**src/rtl/fetch_pc_controller.sv**
```systemverilog
// fetch_pc_controller: Y86-64 fetch-stage PC sequencer.
// Predicts next PC, waits on ret, redirects on mispredict, freezes on halt/error.
module fetch_pc_controller #(
    parameter logic [63:0] RESET_PC = 64'h0,
    parameter int          CNT_W    = 32
) (
    input  logic             clk,
    input  logic             reset,
    input  logic [3:0]       f_icode,
    input  logic [63:0]      f_valC,
    input  logic [63:0]      f_valP,
    input  logic             f_instr_valid,
    input  logic             f_imem_error,
    input  logic             stall,
    input  logic             mis_valid,
    input  logic [63:0]      mis_pc,
    input  logic             ret_valid,
    input  logic [63:0]      ret_pc,
    output logic [63:0]      pc,
    output logic             f_bubble,
    output logic [1:0]       status,
    output logic [CNT_W-1:0] fetch_count
);

    localparam logic [3:0] I_HALT = 4'h0;
    localparam logic [3:0] I_JXX  = 4'h7;
    localparam logic [3:0] I_CALL = 4'h8;
    localparam logic [3:0] I_RET  = 4'h9;

    localparam logic [1:0] ST_AOK = 2'd0;
    localparam logic [1:0] ST_HLT = 2'd1;
    localparam logic [1:0] ST_ADR = 2'd2;
    localparam logic [1:0] ST_INS = 2'd3;

    typedef enum logic [1:0] {
        RUN,
        WAIT_RET,
        HALTED
    } state_t;

    state_t           state_q;
    state_t           state_d;
    logic [63:0]      pc_q;
    logic [63:0]      pc_d;
    logic [1:0]       status_q;
    logic [1:0]       status_d;
    logic [CNT_W-1:0] cnt_q;
    logic [CNT_W-1:0] cnt_d;

    logic dec_ok;
    logic dec_adr;
    logic dec_ins;
    logic dec_hlt;
    logic dec_jmp;
    logic dec_ret;
    logic dec_seq;

    // Mutually exclusive fetch classes; address error outranks illegal instr.
    always_comb begin
        dec_ok  = f_instr_valid & ~f_imem_error;
        dec_adr = f_imem_error;
        dec_ins = ~f_imem_error & ~f_instr_valid;
        dec_hlt = dec_ok & (f_icode == I_HALT);
        dec_jmp = dec_ok & ((f_icode == I_JXX) | (f_icode == I_CALL));
        dec_ret = dec_ok & (f_icode == I_RET);
        dec_seq = dec_ok & ~dec_hlt & ~dec_jmp & ~dec_ret;
    end

    assign f_bubble = (state_q != RUN) | stall | mis_valid;

    always_comb begin
        state_d  = state_q;
        pc_d     = pc_q;
        status_d = status_q;
        cnt_d    = cnt_q;
        if (mis_valid) begin
            pc_d     = mis_pc;
            state_d  = RUN;
            status_d = ST_AOK;
        end else if (!stall) begin
            unique case (state_q)
                RUN: begin
                    cnt_d = cnt_q + CNT_W'(1);
                    unique case (1'b1)
                        dec_adr: begin
                            status_d = ST_ADR;
                            state_d  = HALTED;
                        end
                        dec_ins: begin
                            status_d = ST_INS;
                            state_d  = HALTED;
                        end
                        dec_hlt: begin
                            status_d = ST_HLT;
                            state_d  = HALTED;
                        end
                        dec_jmp: pc_d    = f_valC;
                        dec_ret: state_d = WAIT_RET;
                        dec_seq: pc_d    = f_valP;
                        default: ;
                    endcase
                end
                WAIT_RET: begin
                    if (ret_valid) begin
                        pc_d    = ret_pc;
                        state_d = RUN;
                    end
                end
                default: ;
            endcase
        end
    end

    always_ff @(posedge clk) begin
        if (reset) begin
            state_q  <= RUN;
            pc_q     <= RESET_PC;
            status_q <= ST_AOK;
            cnt_q    <= '0;
        end else begin
            state_q  <= state_d;
            pc_q     <= pc_d;
            status_q <= status_d;
            cnt_q    <= cnt_d;
        end
    end

    assign pc          = pc_q;
    assign status      = status_q;
    assign fetch_count = cnt_q;

endmodule

```
**config.mk**
```make
export PLATFORM = sky130hd
export DESIGN_NAME = fetch_pc_controller
export DESIGN_NICKNAME = d
export VERILOG_FILES = /design/src/rtl/fetch_pc_controller.sv
export SDC_FILE = /design/constraint.sdc
export NUM_CORES = 1
export LEC_CHECK = 0
export CORE_AREA = 5 5 138 140
export DETAILED_ROUTE_END_ITERATION = 10
export DIE_AREA = 0 0 143 145
export PLACE_DENSITY = 0.7
export SLEW_MARGIN = 10
export SYNTH_ARGS = -nofsm -noshare
export SYNTH_HDL_FRONTEND = slang
export SYNTH_SLANG_ARGS = --single-unit
```
**constraint.sdc**
```tcl
create_clock -name clk -period 3 [get_ports clk]
set_input_delay 0.75 -clock clk [delete_from_list [all_inputs] [get_ports clk]]
set_output_delay 0.75 -clock clk [all_outputs]
set_load 0.02 [all_outputs]
```
# Yosys cells after proc, flatten, opt, wreduce, memory -nomap -nowiden
# Cells that the tools add are included.
[totals]
reg_bits = 100
word_cells = 53
in_bits = 267
output_inout_bits = 99
[classes]
n_eq_ne = 9
mux = 9
addsub = 1
n_bitwise = 18
n_reduce_logical = 12
[op_table]
columns = ["cell", "n"]
rows = [
  ["64-bit case mux with 2 select lines", 2],
  ["64-bit two-way mux", 3],
  ["32-bit by 1-bit adder with 32-bit output, second input constant", 1],
  ["1-bit bitwise AND", 8],
  ["4-bit == test, second input constant", 2],
  ["2-bit case mux with 2 select lines", 2],
  ["4-bit AND reduction", 2],
  ["1-bit inverter", 7],
  ["3-bit inequality test, second input constant", 2],
  ["2-bit case mux with 3 select lines", 1],
  ["3-bit AND reduction", 2],
  ["3-bit nonzero test", 2],
  ["4-bit by 3-bit == test with 1-bit output, second input constant", 1],
  ["4-bit zero test", 1],
  ["4-bit inequality test, second input constant", 1],
  ["2-bit nonzero test", 2],
  ["1-bit bitwise OR", 3],
  ["3-bit OR reduction", 1],
  ["2-bit by 1-bit == test with 1-bit output, second input constant", 1],
  ["2-bit zero test", 1],
  ["2-bit two-way mux", 1],
  ["2-bit by 1-bit inequality test with 1-bit output, second input constant", 1],
  ["2-bit inequality test, second input constant", 1],
  ["2-bit OR reduction", 1],
]

# Longest topological paths before layout
# Gate-level depths: netlist of run 1.
[logic_depth]
ltp_word = 11
ltp_mapped = 8
ltp_nobuf = 6

# Worst setup path after synthesis of run 1
# No wires, ideal clock.
[synth_timing]
path_type = "in2reg"
from = "input stall"
to = "register cnt_q[19], in the netlist fetch_count[19]"
setup_slack_ps = 582
path_buffers = 2
setup_time_ps = 128
arrival_time_ps = 2290
required_ps = 2872
path_stages = 7
cell_sequence = "or3_4 > or4_4 > buf_6 > buf_6 > nor3_1 > xnor2_1 > nor2_1"
[synth_via]
elab_chain_cells = 2
[synth_rtl]
columns = ["item", "line", "text"]
rows = [
  ["start: declaration", "14", "input logic stall,"],
  ["1-bit inverter (no source line)", "--", ""],
  ["3-bit AND reduction (no source line)", "--", ""],
  ["end signal: assignment", "124", "cnt_q <= cnt_d;"],
  ["end: declaration", "47", "logic [CNT_W-1:0] cnt_q;"],
]
# No other way between the ends.
# A chain may end at the register's enable or synchronous reset.

# Worst setup path in the final report of run 1
[layout_timing]
from = "input stall"
to = "output f_bubble"
[layout_via]
elab_chain_cells = 2
[layout_rtl]
columns = ["item", "line", "text"]
rows = [
  ["1-bit bitwise OR (2 in a row)", "69", "assign f_bubble = (state_q != RUN) | stall | mis_valid;"],
  ["end: declaration", "20", "output logic f_bubble,"],
]
# No other way between the ends.

==> results of run 1 <==
## cells by family (layout without fill, tap and decap cells)
family,count (synthesis),count (layout)
other cells,0,4
mux,2,2
flops,100,100
buf+inv,64,412
fa+ha+maj,1,1
simple gates,242,242
compound gates,214,214
xor+xnor,26,26
## registers in the layout, summed over array words and instances, names as in the netlist
| signal | count |
|---|---|
| status | 2 |
| pc | 64 |
| state_q | 2 |
| fetch_count | 32 |
## per-stage QoR
| stage | cells | area [um2] | hold WS (ns) | utilization |
|---|---|---|---|---|
| detailed placement | 1210 | 9260 | 0.472 | 0.522 |
| global route | 1230 | 9560 | 0.504 | 0.539 |
| floorplan | 649 | 5250 | 0.486 | - |
| finish | 1230 | 9560 | 0.485 | 0.539 |
| CTS | 1226 | 9550 | 0.491 | 0.539 |
| global placement | 1210 | 9260 | 0.469 | 0.522 |
## per-layer routing
metal,global-route usage,part of all wire,vias up
li1,-,-,3109
met3,0.0668,0.084,56
met2,0.364,0.48,267
met4,0.105,0.037,4
met5,0,0.0016,-
met1,0.275,0.40,2956
## Yosys cell counts, drive strengths merged
cell type  count
dfxtp        100
nor2         100
nand2         74
a21oi         69
a211oi        67
a221o         64
clkbuf        52
xnor2         20
nand4         12
nor3          12
nor4           9
inv            8
nand3          8
nor2b          6
xor2           6
o21ai          5
buf            4
or3            4
and3           3
or2            3
and4           2
nand2b         2
nand4b         2
a22oi          1
a311o          1
a311oi         1
a31o           1
a41o           1
a41oi          1
and2           1
ha             1
mux2           1
mux2i          1
nand3b         1
nor4b          1
o211a          1
o211ai         1
o31ai          1
or4            1
or4b           1
## area by class of cell
cell class,count,area (um2),share of cell area
clock inverters,6,51.3,0.00537
well taps,229,287,0.0300
inverters,8,30.0,0.00314
flip-flops and latches,100,2000,0.210
clock buffers,10,239,0.0250
multi-input cells,485,3020,0.316
repair buffers,388,3910,0.409
diodes,4,10.0,0.00105
## how the worst min path moves through the flow
stage	startpoint	end	slack, ns	depth (start not counted)
floorplan	state_q[1]$_SDFFE_PP0P_	state_q[1]$_SDFFE_PP0P_	0.49	2
global placement	pc[6]$_SDFFE_PP0P_	pc[6]$_SDFFE_PP0P_	0.47	1
detailed placement	pc[57]$_SDFFE_PP0P_	pc[57]$_SDFFE_PP0P_	0.47	1
CTS	pc[12]$_SDFFE_PP0P_	pc[12]$_SDFFE_PP0P_	0.49	1
global route	pc[55]$_SDFFE_PP0P_	pc[55]$_SDFFE_PP0P_	0.50	1
finish	pc[12]$_SDFFE_PP0P_	pc[12]$_SDFFE_PP0P_	0.49	1
## power by group through the flow
| stage | registers, mW | clock network [mW] | logic (mW) |
|---|---|---|---|
| 2_1_floorplan | 1.54 | 0 | 0.205 |
| 4_1_cts | 1.43 | 1.22 | 0.860 |
| 3_3_place_gp | 1.46 | 0 | 0.853 |
| 3_5_place_dp | 1.46 | 0 | 0.858 |
| 6_report | 1.43 | 1.19 | 0.853 |
| 5_1_grt | 1.44 | 1.28 | 0.905 |
## cell usage in the layout, fill, tap and decap left out, drive strengths merged, types with 6 or more instances in the layout
master         count
dfxtp            100
xnor2             20
inv               13
nand2             74
a221o             64
nand3              8
nor2b              6
nor3              12
a21oi             69
a211oi            67
nor4               9
nor2             100
buf               23
clkbuf            10
xor2               6
clkdlybuf4s50    364
nand4             12
==> results.ini, run 1 <==
[die]
floorplan.io_pins = 366
core_um2 = 17700
die_h_um = 145
rows = 49
initial_standard_cell_utilization_of_the_core = 0.296
total_die_area_um2 = 20700
die_width_um = 143

[global_route]
grt_pass1_wl_um = 36300
total_global_routing_track_utilization = 0.226
grt_max_degree = 65
via_count_of_the_first_global_routing_pass = 6243
grt_overflow = 0
antenna_found_initial = 6

[yosys]
synth_warnings = 0
synth.avg_cell_area_um2 = 8.09
ys_ff_latch = 100
postSynthCellCount = 649
netlist_area_um2 = 5250
dominant_combinational_cell_family_by_area_after_synthesis = compound AO/OA/AOI/OAI gates
post_synth_num_cell_types = 45
synth.net_count = 917
ys_top_cells_by_area = sky130_fd_sc_hd__dfxtp_1 (38%), sky130_fd_sc_hd__a221o_1 (12%), sky130_fd_sc_hd__a211oi_1 (9.6%), sky130_fd_sc_hd__nor2_1 (7.1%), sky130_fd_sc_hd__a21oi_1 (6.6%)
synth-simple-area-share = 0.217
synth_sequential_area_ratio = 0.381
muxShareOfSynthArea = 0.00405
yosys.area_share.adder = 0.00238
synth_xor_area_frac = 0.0434
synth_compound_gate_area_share = 0.303
synth_top_cell_area_share = 0.381
synth_top_area_cell = sky130_fd_sc_hd__dfxtp_1

[critical_path]
setup.reg_to_reg.worst_slack_ns = 0.74
timing.critical_path.cells = clkdlybuf4s50_1 > or3_4 > nor2_1 > inv_1 > dlygate4sd2_1
timing.critical_path.to = f_bubble
slowest_delay_ns = 0.42
critical-path-slowest-cell = sky130_fd_sc_hd__clkdlybuf4s50_1
worstPathMaxFanout = 2
worstSetupStartpointType = primary input
cp-end-kind = output port
cp_data_arrival_time_ns = 2.08
critPathTopFamily = buffers and inverters
path_depth = 5
critical_path_required_ns = 2.25
r2r_start = state_q[0]$_SDFFE_PP0P_
rr_endpoint = fetch_count[24]$_SDFFE_PP0P_
r2r.worst_path.cells = 7
cp.buffers_inverters = 3
worst_setup_path_start = stall
path_class = in2out

[placed_design]
dp_slack_ns = -0.0530
place.detailed.hpwl_um = 18200
port-buffer-count = 365
place.gp.congestion = 0.867

[cts]
clock_tree.htree_level_count = 3
clkSinkCount = 100
clock_latency_ns = 0.36
postCtsHoldBufs = 0
cts_root_buffer = sky130_fd_sc_hd__clkbuf_16
cts_buffer_depth = 2
tritoncts_clock_tree = yes
number_of_gates_resized_after_cts = 1
cts_setup_buffers = 0
clk_pin_slew_ns = 0.07
cts_made_buffers = 9

[sta]
finalSetupTns_ns = 0
fin_skew_ns = 0.0103
fin_crit_sh = 0.943
max_freq_mhz = 353
rsz0062_at_grt = false
tightestPinTransition_ns = 0.585
finalSetupViolations = 0
setup_slack_ns = 0.170
slew_headroom = 0.606
timing.final.max_slew_violations = 0
final_report_hold_violation_count = 0
period_needed_ns = 2.83

[power]
seq_power_share = 0.412
power_density_nw_per_um2 = 364
pwr-share-clk = 0.343
power.total_mw = 3.47
power_frac_comb = 0.245
static_leak_nw = 3.62
irDropWorstVdd_uv = 274
p_sw_frac = 0.277
cell_internal_pwr_mw = 2.51
power.switching_uw = 961

[cells_and_area]
syn2layout_area_growth_pct = 81.9
final_layout_size_suffix_gt1_frac = 0.0572
finish.net_count = 1260
fill_cells = 1668

[routing]
drt_drc_violations_left = 0
finalWirelength_um = 24400
post_drt_via_cell_ratio = 5.20
routed_wire_length_per_instance_um = 19.8
detailedRoute.firstIterationViolations = 300
drtPass1Iterations = 5
vias = 6392
antenna_violating_nets_post_route = 0

[min_path]
hold_class = reg2reg

[status]
outcome = complete, no violations

[job]
cap_viol_max_count = 0

Note: power is estimated with default switching activity, not from simulation.
==> run 2: changes to the inputs <==
- GPL_ROUTABILITY_DRIVEN: unset -> 0
==> results of run 2 <==
Same layout as run 1: the final DEF is identical, and so are final timing and power.
==> run 3: changes to the inputs <==
- CORE_AREA: 5 5 138 140 -> unset
- CORE_ASPECT_RATIO: unset -> 0.7
- CORE_MARGIN: unset -> 5
- CORE_UTILIZATION: unset -> 32
- DIE_AREA: 0 0 143 145 -> unset
- PLACE_DENSITY: 0.7 -> 0.77
- clock period: 3 -> 2.6 ns (I/O delays scaled with it)
==> results.ini, run 3 (synthesis gave the netlist of run 1 again) <==
[sta]
finalSetupViolations = 0  ; unchanged
period_needed_ns = 2.49
fin_crit_sh = 0.957
tightestPinTransition_ns = 0.549  ; was 0.585 ns
slew_headroom = 0.633  ; was 0.606
fin_worst_hold_slack_ns = 0.487  ; was 0.485 ns
finalSetupTns_ns = 0  ; unchanged
rsz0062_at_grt = false  ; unchanged
fin_skew_ns = 0.0101  ; was 0.0103 ns
max_freq_mhz = 402
timing.final.max_slew_violations = 0  ; unchanged
final_report_hold_violation_count = 0  ; unchanged

[power]
power_density_nw_per_um2 = 411  ; was 364 nW/um2
irDropWorstVdd_uv = 316  ; was 274 uV
static_leak_nw = 3.78  ; was 3.62 nW

[placed_design]
dpl_cell_area_um2 = 9530  ; was 9260 um2
port-buffer-count = 365  ; unchanged
place.detailed.hpwl_um = 19000  ; was 18200 um

[routing]
detailedRoute.firstIterationViolations = 440  ; was 300
drtPass1Iterations = 5  ; unchanged
vias = 6520  ; was 6392
antenna_violating_nets_post_route = 0  ; unchanged
finalWirelength_um = 24000  ; was 24400 um
post_drt_via_cell_ratio = 5.21  ; was 5.20
routed_wire_length_per_instance_um = 19.2  ; was 19.8 um
drt_drc_violations_left = 0  ; unchanged

[cts]
cts_made_buffers = 9  ; unchanged
postCtsHoldBufs = 0  ; unchanged
clock_tree.htree_level_count = 3  ; unchanged
clock_latency_ns = 0.34  ; was 0.36 ns
tritoncts_clock_tree = yes  ; unchanged
cts_root_buffer = sky130_fd_sc_hd__clkbuf_16  ; unchanged
clk_pin_slew_ns = 0.07  ; about the same
clkSinkCount = 100  ; unchanged
cts_buffer_depth = 2  ; unchanged

[critical_path]
cp_data_arrival_time_ns = 2.70  ; was 2.08 ns
path_class = in2reg  ; was in2out
worstSetupStartpointType = primary input  ; unchanged
critical_path_required_ns = 2.81  ; was 2.25 ns
cp-end-kind = register  ; was output port
slowest_delay_ns = 0.64  ; was 0.42 ns
critical-path-slowest-cell = sky130_fd_sc_hd__or4_4  ; was sky130_fd_sc_hd__clkdlybuf4s50_1
worstPathMaxFanout = 7  ; was 2
timing.critical_path.cells = clkdlybuf4s50_1 > or3_4 > or4_4 > nor4_1 > xnor2_1 > nor2_1  ; was clkdlybuf4s50_1 > or3_4 > nor2_1 > inv_1 > dlygate4sd2_1

[cells_and_area]
final_design_area_no_fill_um2 = 9830  ; was 9560 um2
seqCellArea_um2 = 2000  ; unchanged
finish.net_count = 1289  ; was 1260
fill_cells = 1464  ; was 1668
final_layout_size_suffix_gt1_frac = 0.0849  ; was 0.0572
syn2layout_area_growth_pct = 87.2  ; was 81.9%
final_core_util = 0.607  ; was 0.539
multi_input_comb_area_um2 = 3030  ; was 3020 um2
largest_reg_flops = 64  ; unchanged
mostFrequentLayoutCells = sky130_fd_sc_hd__clkdlybuf4s50_1 (364), sky130_fd_sc_hd__dfxtp_1 (100), sky130_fd_sc_hd__nor2_1 (99)  ; was sky130_fd_sc_hd__clkdlybuf4s50_1 (364), sky130_fd_sc_hd__nor2_1 (100), sky130_fd_sc_hd__dfxtp_1 (100)
final_common_cell = sky130_fd_sc_hd__clkdlybuf4s50_1  ; unchanged

[global_route]
grt_pass1_wl_um = 34800  ; was 36300 um
grt_overflow = 0  ; unchanged
via_count_of_the_first_global_routing_pass = 6183  ; was 6243
total_global_routing_track_utilization = 0.231  ; was 0.226
grt_max_degree = 40  ; was 65
antenna_found_initial = 2  ; was 6

[die]
total_die_area_um2 = 19100  ; was 20700 um2
die_width_um = 163  ; was 143 um
die_h_um = 117  ; was 145 um
core_um2 = 16200  ; was 17700 um2
rows = 39  ; was 49
initial_standard_cell_utilization_of_the_core = 0.324  ; was 0.296
floorplan.io_pins = 366  ; unchanged

[min_path]
hold_class = reg2reg  ; unchanged

[job]
cap_viol_max_count = 0  ; unchanged

[status]
outcome = complete, no violations  ; unchanged

==> run 3: changes by cell type in the layout (fill, tap and decap cells not counted) <==
cell	change
sky130_fd_sc_hd__diode_2	-2
sky130_fd_sc_hd__buf_4	+24
sky130_fd_sc_hd__inv_8	-1
sky130_fd_sc_hd__nor2_2	+1
sky130_fd_sc_hd__nor2_1	-1
sky130_fd_sc_hd__buf_12	+5
sky130_fd_sc_hd__dlygate4sd2_1	-1
sky130_fd_sc_hd__inv_6	-2
sky130_fd_sc_hd__clkbuf_2	+1
sky130_fd_sc_hd__clkinvlp_4	+1
sky130_fd_sc_hd__bufinv_16	+1
==> run 3: worst paths after layout <==
check,slack (ns),to,from,depth (start not counted)
worst min-delay path,0.49,pc[5]$_SDFFE_PP0P_,pc[5]$_SDFFE_PP0P_,1
worst max register to register,0.41,fetch_count[21]$_SDFFE_PP0P_,state_q[0]$_SDFFE_PP0P_,5
worst min register to register,0.49,pc[5]$_SDFFE_PP0P_,pc[5]$_SDFFE_PP0P_,1
worst max-delay path,0.11,fetch_count[21]$_SDFFE_PP0P_,stall,6
==> run 3: metrics by stage <==
stage	total power, mW	worst slack (ns)	std cells
5_1_grt	4.22	0.0471	1252
3_3_place_gp	2.70	-0.212	1235
3_5_place_dp	2.71	-0.230	1235
6_report	4.05	0.111	1252
2_1_floorplan	2.01	0.282	649
4_1_cts	4.10	0.0200	1250
==> run 3: final cells by class <==
cell class,instances,area share
repair buffers,417,0.426
multi-input cells,485,0.308
flip-flops and latches,100,0.204
well taps,225,0.0286
clock buffers,10,0.0243
clock inverters,5,0.00611
inverters,8,0.00305
diodes,2,0.000509
==> run 3: layer usage <==
| metal | vias up | GRT usage | wire (um) |
|---|---|---|---|
| li1 | 3161 | - | - |
| met1 | 3029 | 0.295 | 9960 |
| met2 | 302 | 0.390 | 11600 |
| met3 | 28 | 0.0630 | 2000 |
| met4 | 0 | 0.0603 | 384 |
| met5 | - | 0 | 0 |
==> run 3: timing repair <==
item	4_1_cts	5_1_grt
hold endpoints to repair	0	0
endpoints found under the setup margin	1	1
resized for setup	2	2
buffers inserted	0	0
==> run 3: worst max-delay path: cells and delay by family <==
family,cells,cell delay [ns]
simple gates,4,1.44
buf+inv,1,0.43
xor+xnor,1,0.18
==> run 3: report_power, final <==
part / internal (mW) / total (mW) / switching (mW)
Clock: 0.774 / 1.37 / 0.597
Combinational: 0.627 / 1.02 / 0.396
Sequential: 1.61 / 1.65 / 0.0459
Total: 3.01 / 4.05 / 1.04
